--- src/rtl/mult_share_arbiter.sv ---
// Round-robin front end that lets NREQ requesters share one sequential signed multiplier.
// One job in flight: grant, capture operands, pulse start, wait for done (with timeout), return tagged product.
module mult_share_arbiter #(
  parameter int NREQ        = 4,
  parameter int W           = 32,
  parameter int TIMEOUT_CYC = 255,
  localparam int IDW        = (NREQ > 1) ? $clog2(NREQ) : 1,
  localparam int TW         = $clog2(TIMEOUT_CYC + 1)
) (
  input  logic                clk,
  input  logic                rst_n,
  input  logic [NREQ-1:0]     req_valid_i,
  output logic [NREQ-1:0]     req_ready_o,
  input  logic [NREQ*W-1:0]   req_m_i,
  input  logic [NREQ*W-1:0]   req_q_i,
  output logic                rsp_valid_o,
  input  logic                rsp_ready_i,
  output logic [IDW-1:0]      rsp_id_o,
  output logic [2*W-1:0]      rsp_data_o,
  output logic                rsp_err_o,
  output logic                busy_o,
  output logic                mul_start_o,
  output logic [W-1:0]        mul_m_o,
  output logic [W-1:0]        mul_q_o,
  input  logic [2*W-1:0]      mul_result_i,
  input  logic                mul_done_i
);

  typedef enum logic [2:0] {
    ST_IDLE  = 3'd0,
    ST_START = 3'd1,
    ST_WAIT  = 3'd2,
    ST_RESP  = 3'd3,
    ST_DRAIN = 3'd4
  } state_e;

  state_e           state_q, state_d;
  logic [IDW-1:0]   last_q, last_d;
  logic [IDW-1:0]   id_q, id_d;
  logic [W-1:0]     m_q, m_d;
  logic [W-1:0]     q_q, q_d;
  logic [2*W-1:0]   data_q, data_d;
  logic             err_q, err_d;
  logic [TW-1:0]    timer_q, timer_d;
  logic             done_q;

  logic             found_s;
  logic [IDW-1:0]   win_s;
  logic [NREQ-1:0]  grant_s;
  logic [W-1:0]     m_sel_s;
  logic [W-1:0]     q_sel_s;
  logic             done_rise_s;

  assign done_rise_s = mul_done_i & ~done_q;

  // Round-robin pick: first valid index above last_q, then wrap to the lowest index.
  always_comb begin
    found_s = 1'b0;
    win_s   = '0;
    grant_s = '0;
    m_sel_s = '0;
    q_sel_s = '0;
    for (int i = 0; i < NREQ; i++) begin
      if (!found_s && req_valid_i[i] && (i > int'(last_q))) begin
        found_s    = 1'b1;
        win_s      = IDW'(i);
        grant_s[i] = 1'b1;
        m_sel_s    = req_m_i[i*W +: W];
        q_sel_s    = req_q_i[i*W +: W];
      end else begin
        found_s = found_s;
      end
    end
    for (int i = 0; i < NREQ; i++) begin
      if (!found_s && req_valid_i[i] && (i <= int'(last_q))) begin
        found_s    = 1'b1;
        win_s      = IDW'(i);
        grant_s[i] = 1'b1;
        m_sel_s    = req_m_i[i*W +: W];
        q_sel_s    = req_q_i[i*W +: W];
      end else begin
        found_s = found_s;
      end
    end
  end

  // Grants only exist while idle; gating with rst_n keeps all outputs low during reset.
  always_comb begin
    if ((state_q == ST_IDLE) && rst_n) begin
      req_ready_o = grant_s;
    end else begin
      req_ready_o = '0;
    end
  end

  // Next-state and datapath update for the job sequencer.
  always_comb begin
    state_d = state_q;
    last_d  = last_q;
    id_d    = id_q;
    m_d     = m_q;
    q_d     = q_q;
    data_d  = data_q;
    err_d   = err_q;
    timer_d = timer_q;
    case (state_q)
      ST_IDLE: begin
        if (found_s) begin
          id_d    = win_s;
          m_d     = m_sel_s;
          q_d     = q_sel_s;
          state_d = ST_START;
        end else begin
          state_d = ST_IDLE;
        end
      end
      ST_START: begin
        timer_d = '0;
        state_d = ST_WAIT;
      end
      ST_WAIT: begin
        // A mul_done still high from the previous job drops after the start pulse, so only edges count.
        if (done_rise_s) begin
          data_d  = mul_result_i;
          err_d   = 1'b0;
          state_d = ST_RESP;
        end else if (timer_q == TW'(TIMEOUT_CYC - 1)) begin
          data_d  = '0;
          err_d   = 1'b1;
          state_d = ST_RESP;
        end else begin
          timer_d = timer_q + TW'(1);
        end
      end
      ST_RESP: begin
        if (rsp_ready_i) begin
          last_d  = id_q;
          state_d = err_q ? ST_DRAIN : ST_IDLE;
        end else begin
          state_d = ST_RESP;
        end
      end
      ST_DRAIN: begin
        if (done_rise_s) begin
          state_d = ST_IDLE;
        end else begin
          state_d = ST_DRAIN;
        end
      end
      default: begin
        state_d = ST_IDLE;
      end
    endcase
  end

  // State and datapath registers.
  always_ff @(posedge clk or negedge rst_n) begin
    if (!rst_n) begin
      state_q <= ST_IDLE;
      last_q  <= IDW'(NREQ - 1);
      id_q    <= '0;
      m_q     <= '0;
      q_q     <= '0;
      data_q  <= '0;
      err_q   <= 1'b0;
      timer_q <= '0;
      done_q  <= 1'b0;
    end else begin
      state_q <= state_d;
      last_q  <= last_d;
      id_q    <= id_d;
      m_q     <= m_d;
      q_q     <= q_d;
      data_q  <= data_d;
      err_q   <= err_d;
      timer_q <= timer_d;
      done_q  <= mul_done_i;
    end
  end

  assign rsp_valid_o = (state_q == ST_RESP);
  assign busy_o      = (state_q != ST_IDLE);
  assign mul_start_o = (state_q == ST_START);
  assign rsp_id_o    = id_q;
  assign rsp_data_o  = data_q;
  assign rsp_err_o   = err_q;
  assign mul_m_o     = m_q;
  assign mul_q_o     = q_q;

endmodule

--- config.mk ---
export PLATFORM = sky130hd
export DESIGN_NAME = mult_share_arbiter
export DESIGN_NICKNAME = d
export VERILOG_FILES = /design/src/rtl/mult_share_arbiter.sv
export SDC_FILE = /design/constraint.sdc
export NUM_CORES = 1
export LEC_CHECK = 0
export ABC_AREA = 1
export BUFFER_PORTS_ARGS = -buffer_cell sky130_fd_sc_hd__buf_2
export CAP_MARGIN = 5
export CORE_MARGIN = 2
export CORE_UTILIZATION = 30
export DETAILED_ROUTE_END_ITERATION = 16
export GPL_ROUTABILITY_DRIVEN = 0
export HOLD_SLACK_MARGIN = 0.06
export PLACE_DENSITY = 0.56
export SLEW_MARGIN = 10
export SYNTH_ARGS = -nofsm -noshare
export SYNTH_HDL_FRONTEND = slang
export SYNTH_SLANG_ARGS = --single-unit
--- constraint.sdc ---
create_clock -name clk -period 2.15 [get_ports clk]
set_clock_uncertainty 0.1 [all_clocks]
set_input_delay 0.43 -clock clk [delete_from_list [all_inputs] [get_ports clk]]
set_output_delay 0.43 -clock clk [all_outputs]
set_load 0.01 [all_outputs]
== After elaboration in Yosys (flattened, before gate mapping) ==
Index checks and enable logic that the tools add are counted.
Operators by class
  add/subtract/negate cells: 1
  magnitude comparators: 6
  eq/ne operators: 8
  muxes and demuxes: 49
  bitwise gates (word level): 2
  reductions and logical operators: 27
Operators with widths (number)
  32-bit 2-to-1 mux: 14
  64-bit 2-to-1 mux: 2
  1-bit 2-to-1 mux: 17
  8-bit 2-to-1 mux: 2
  8-bit case mux with 2 select lines: 1
  3-bit 2-to-1 mux: 5
  3-bit case mux with 5 select lines: 1
  1-bit logical AND: 13
  2-bit 2-to-1 mux: 6
  8-bit by 1-bit adder with 8-bit output (second input constant): 1
  8-bit equality test (second input constant): 1
  3-bit by 2-bit equality test with 1-bit output (second input constant): 2
  1-bit logical NOT: 6
  2-bit AND reduction: 3
  2-bit greater-than comparator (first input constant): 2
  2-bit less-or-equal comparator (first input constant): 2
  4-bit 2-to-1 mux: 1
  2-bit != test (second input constant): 2
  2-bit nonzero test: 2
  3-bit by 1-bit equality test with 1-bit output (second input constant): 1
  3-bit equality test (second input constant): 1
  3-bit logical NOT: 1
  3-bit != test (second input constant): 1
  3-bit AND reduction: 1
  other kinds (5): 5
Word-level totals
  register bits after elaboration: 145
  input port bits: 328
  output and inout port bits: 138
  word-level logic and storage cells: 102

== Longest topological paths before layout ==
  word-level depth: 28
  gate-level depth with buffers: 11

== Least setup slack after synthesis ==
Ideal clock, no wire load.
  kind: reg2out
  start point: register last_q[1]
  end point: output req_ready_o[3]
  arrival: 1.560 ns
  data required time: 1.620 ns
  slack: 0.060 ns
  stages on the path, launching flop included: 9
  buffers on the path: 2
  cell sequence: dfstp_2 > nor2_1 > nand2_2 > nand3_2 > nor2_4 > nand4_2 > buf_2 > buf_2 > a21oi_1
On the way
  word-level cells in the longest chain between the ends: 27
  elaborated cells on any way between the ends: 33
  those cells by class: 6 x order compare; 9 x mux; 18 x reduce/logical
Ends and longest elaborated chain
  from (decl): line 38  | logic [IDW-1:0] last_q, last_d;
  from (signal assigned): line 160  | last_q <= IDW'(NREQ - 1);
  from (signal assigned): line 170  | last_q <= last_d;
  1-bit by 2-bit greater-than comparator with 1-bit output: line 64  | if (!found_s && req_valid_i[i] && (i > int'(last_q))) begin
  1-bit logical AND: line 64
  1-bit 2-to-1 mux: line 64
  1-bit logical NOT: line 64
  1-bit logical AND (2 in a row): line 64
  1-bit 2-to-1 mux: line 64
  1-bit logical NOT: line 64
  1-bit logical AND (2 in a row): line 64
  (+7 left out)
  1-bit 2-to-1 mux: line 75  | if (!found_s && req_valid_i[i] && (i <= int'(last_q))) begin
  1-bit logical NOT: line 75
  1-bit logical AND (2 in a row): line 75
  1-bit 2-to-1 mux: line 75
  1-bit logical NOT: line 75
  1-bit logical AND (2 in a row): line 75
  1-bit 2-to-1 mux *: line 75
  4-bit 2-to-1 mux *: line 89  | if ((state_q == ST_IDLE) && rst_n) begin
  to (decl): line 13  | output logic [NREQ-1:0] req_ready_o,
Mark *: on every way between the ends. The rest lies on a longest branch, timed or not.

== Worst setup path in the final report ==
Same ends and word-level chain as after synthesis.

==> run_results.csv <==
group,metric,value,unit
floorplan,die_w,186,um
pwr,ir_worst_vdd,694,uV
synthesis,synth.area.mux_share,0.114,%
setup_path,worstSetupPathType,"reg -> out",
pwr,seqPwrFrac,26.4,%
clocking,cts_root_buffer,"clkbuf_16",
floorplan,core_area,32500,um^2
sta,slew_headroom,38.8,%
synthesis,synth_top_family_by_area,"simple AND/OR/NAND/NOR gates",
setup_path,crit_path_start_kind,"flop",
route,routedWlPerCell,19.3,um
placement,portBuffers,465,
synthesis,synth_compound_area_share,3.88,%
grt,met1_usage,29.6,%
synthesis,yosys_warnings,0,
synthesis,synth_cell_types,28,
grt,grt_antenna_before_repair,18,
sta,hold_viol_final,6,
route,route.detailed.drc,0,
layout,fillCellCount,3512,
synthesis,synth_fa_ha_area_share,0.253,%
synthesis,synth_area,9890,um^2
sta,finalMaxSlewViolations,0,
route,vias,12600,
grt,busiest_layer,"met2",
route,drt_iter0_markers,864,
hold_path,hold_path.class,"in -> async",
sta,period_share,112,%
synthesis,synthesis.nets,1917,
sta,fin_crit,2.40,ns
floorplan,initial_utilization,30.4,%
sta,fmax,0.417,GHz
flow_run,maxCapViolations,0,
route,drt_pass1_iterations,5,
placement,placed_cell_area,12700,um^2
grt,grt_pass1_vias,12000,
clocking,cts_buffer_depth,2,
synthesis,postSynthAreaPerCell,6.23,um^2
synthesis,seq_area_frac_synth,36.7,%
clocking,numCtsBuffers,17,
synthesis,synthXorXnorAreaFrac,0.177,%
pwr,p_sw_share,45.5,%
pwr,total_power,18.3,mW
placement,place_hpwl,30400,um
pwr,p_leak,7.99,nW
synthesis,syn_inst,1587,
run_status,outcome,"finished, violations left",
setup_path,arrival,1.87,ns
clocking,cts_tree,"yes",
setup_path,crit_path_end_kind,"output pin",
clocking,cts.clk_slew.worst_paths,0.07,ns
route,post_drt_via_cell_ratio,4.99,
synthesis,synth-seq-cells,145,
pwr,power_switching,8.35,mW
pwr,power.share.clock,16.5,%
layout,drive_gt1_share,30.3,%
grt,use_met3,7.59,%
pwr,intPower,9.99,mW
floorplan,io_pins,466,
sta,whs,-0.0243,ns
sta,max_slew.worst_pin.slew,0.918,ns
sta,fin_ws,-0.250,ns
floorplan,std_cell_rows,66,
setup_path,crit_path_cell_trace,"nor2_2 -> nand2_2 -> nand3_4 -> nor2_4 -> nand4_4 -> a21oi_2 -> buf_2",
placement,dp_slack,0.00112,ns
layout,num-nets-final,2394,
sta,rsz0062_at_grt,"true",
pwr,power.density,1280,nW/um^2
floorplan,dieArea,34400,um^2
route,drt-total-wl,48800,um
pwr,power_frac_comb,57.0,%
grt,use_met2,42.3,%
floorplan,die_h,186,um
grt,grt_overflow,0,
synthesis,yosys.area_share.simple,47.6,%
setup_path,required,1.62,ns
setup_path,cpPeakStageDelay,0.56,ns
sta,finalSetupViolCount,67,
run_status,failed_checks,"hold timing, setup timing",
clocking,worst_skew_pair.late_latency,0.45,ns
setup_path,cp_slowest_cell,"dfstp_2",
clocking,clock-sinks,145,
layout,postLayoutCoreUtil,44.0,%
clocking,htreeDepth,4,
setup_path,worstPathMaxFanout,5,
grt,grt_usage,25.1,%
grt,grt_max_degree,146,
grt,grt_pass1_wl,66300,um
layout,syn_to_final_growth,44.6,%
layout,stdcell_area,14300,um^2
route,ant_nets,0,
==> sequential cells by signal, summed over array words and instances (netlist names), 2 cells and up <==
name	flops
state_q	3
last_q	2
timer_q	8
rsp_data_o	64
mul_q_o	32
rsp_id_o	2
mul_m_o	32
==> metal layers <==
layer	share of wire, %	up-vias
met1	39	5816
met3	10	120
li1	-	6022
met4	3.7	10
met5	0.13	-
met2	47	671
==> power by group through the flow <==
stage               clock network, mW  registers, mW  logic, mW
floorplan                           0           5.31       4.50
global placement                    0           4.83       8.43
detailed placement                  0           4.84       8.55
CTS                              3.09           4.83       8.74
global route                     3.18           4.99       11.4
finish                           3.03           4.85       10.5
==> metrics by stage <==
step / cells / setup TNS, ns
after floorplan: 1587 / 0
after global placement: 2427 / 0
after detailed placement: 2427 / 0
after CTS: 2484 / -0.912
after global routing: 2528 / -11.57
final: 2532 / -3.83
==> cell usage after synthesis (all sizes together) <==
library cell | count | area share, %
nor2 | 464 | 18
nand2 | 290 | 11
nand3 | 270 | 14
inv | 150 | 5.7
dfrtp | 143 | 36
nand4 | 72 | 4.6
a21oi | 71 | 3.6
buf | 70 | 4.0
clkbuf | 40 | 1.5
o21ai | 3 | 0.15
dfstp | 2 | 0.53
ha | 2 | 0.25
nor3 | 2 | 0.15
or2 | 2 | 0.13
xor2 | 2 | 0.18
mux2 | 1 | 0.11
nor3b | 1 | 0.076
o21bai | 1 | 0.076
o22ai | 1 | 0.063
==> layout make-up <==
class / count / area [um^2] / area share, %
Clock buffer: 19 / 443 / 3.10
Inverter: 150 / 571 / 3.99
Clock inverter: 13 / 128 / 0.892
Antenna cell: 13 / 32.5 / 0.227
Tap cell: 442 / 553 / 3.87
Sequential cell: 145 / 3630 / 25.4
Timing Repair Buffer: 568 / 3680 / 25.7
Multi-Input combinational cell: 1182 / 5260 / 36.8
==> worst max-delay path: cells and delay by family, from the launching register on <==
kind	cells	cell delay (ns)
AO/OA/AOI/OAI	1	0.12
buffers and inverters	1	0.15
flip-flops	1	0.56
AND/OR/NAND/NOR	5	0.58
==> layout by cell type (no fill, tap or decap), types with 3 or more instances in the layout <==
cell,instances
buf_2,464
nor2_1,450
nand2_1,280
nand3_1,267
inv_1,145
dfrtp_1,142
nand4_1,71
a21oi_1,67
buf_4,46
clkbuf_16,30
buf_12,17
dlygate4sd3_1,15
diode_2,13
nor2_2,11
nand2_2,8
buf_8,8
clkinvlp_4,5
inv_2,4
a21oi_2,4
inv_6,4
buf_6,4
nand3_4,3
nor2_4,3
o21ai_0,3
==> repair_timing <==
item / CTS / global route
setup buffers: 9 / 17
pin swaps: 5 / 9
endpoints found under the setup margin: 9 / 68
hold endpoints to repair: 15 / 0
gates resized for setup: 15 / 37
hold buffers: 15 / 0
cloned: 1 / 20
==> path summary, 6_finish.rpt <==
check	endpoint	startpoint	slack, ns	cells after the start
setup reg to reg	mul_q_o[16]	last_q[1]	-0.09	12
hold / removal	rsp_data_o[6]	rst_n	-0.02	2
min in group clk	rsp_data_o[7]	mul_result_i[7]	0.08	3
max in group asynchronous	mul_m_o[0]	rst_n	1.24	2
hold reg to reg	rsp_data_o[63]	rsp_data_o[63]	0.39	2
setup / recovery	req_ready_o[3]	last_q[1]	-0.25	7
==> cell families after synthesis <==
family	after synthesis
AOI/OAI and AO/OA	76
muxes	1
and+or+nand+nor	1101
xor gates and xnor gates	2
adders and majority gates	2
buffers and inverters	260
DFF	145
(Power assumes the default switching activity.)
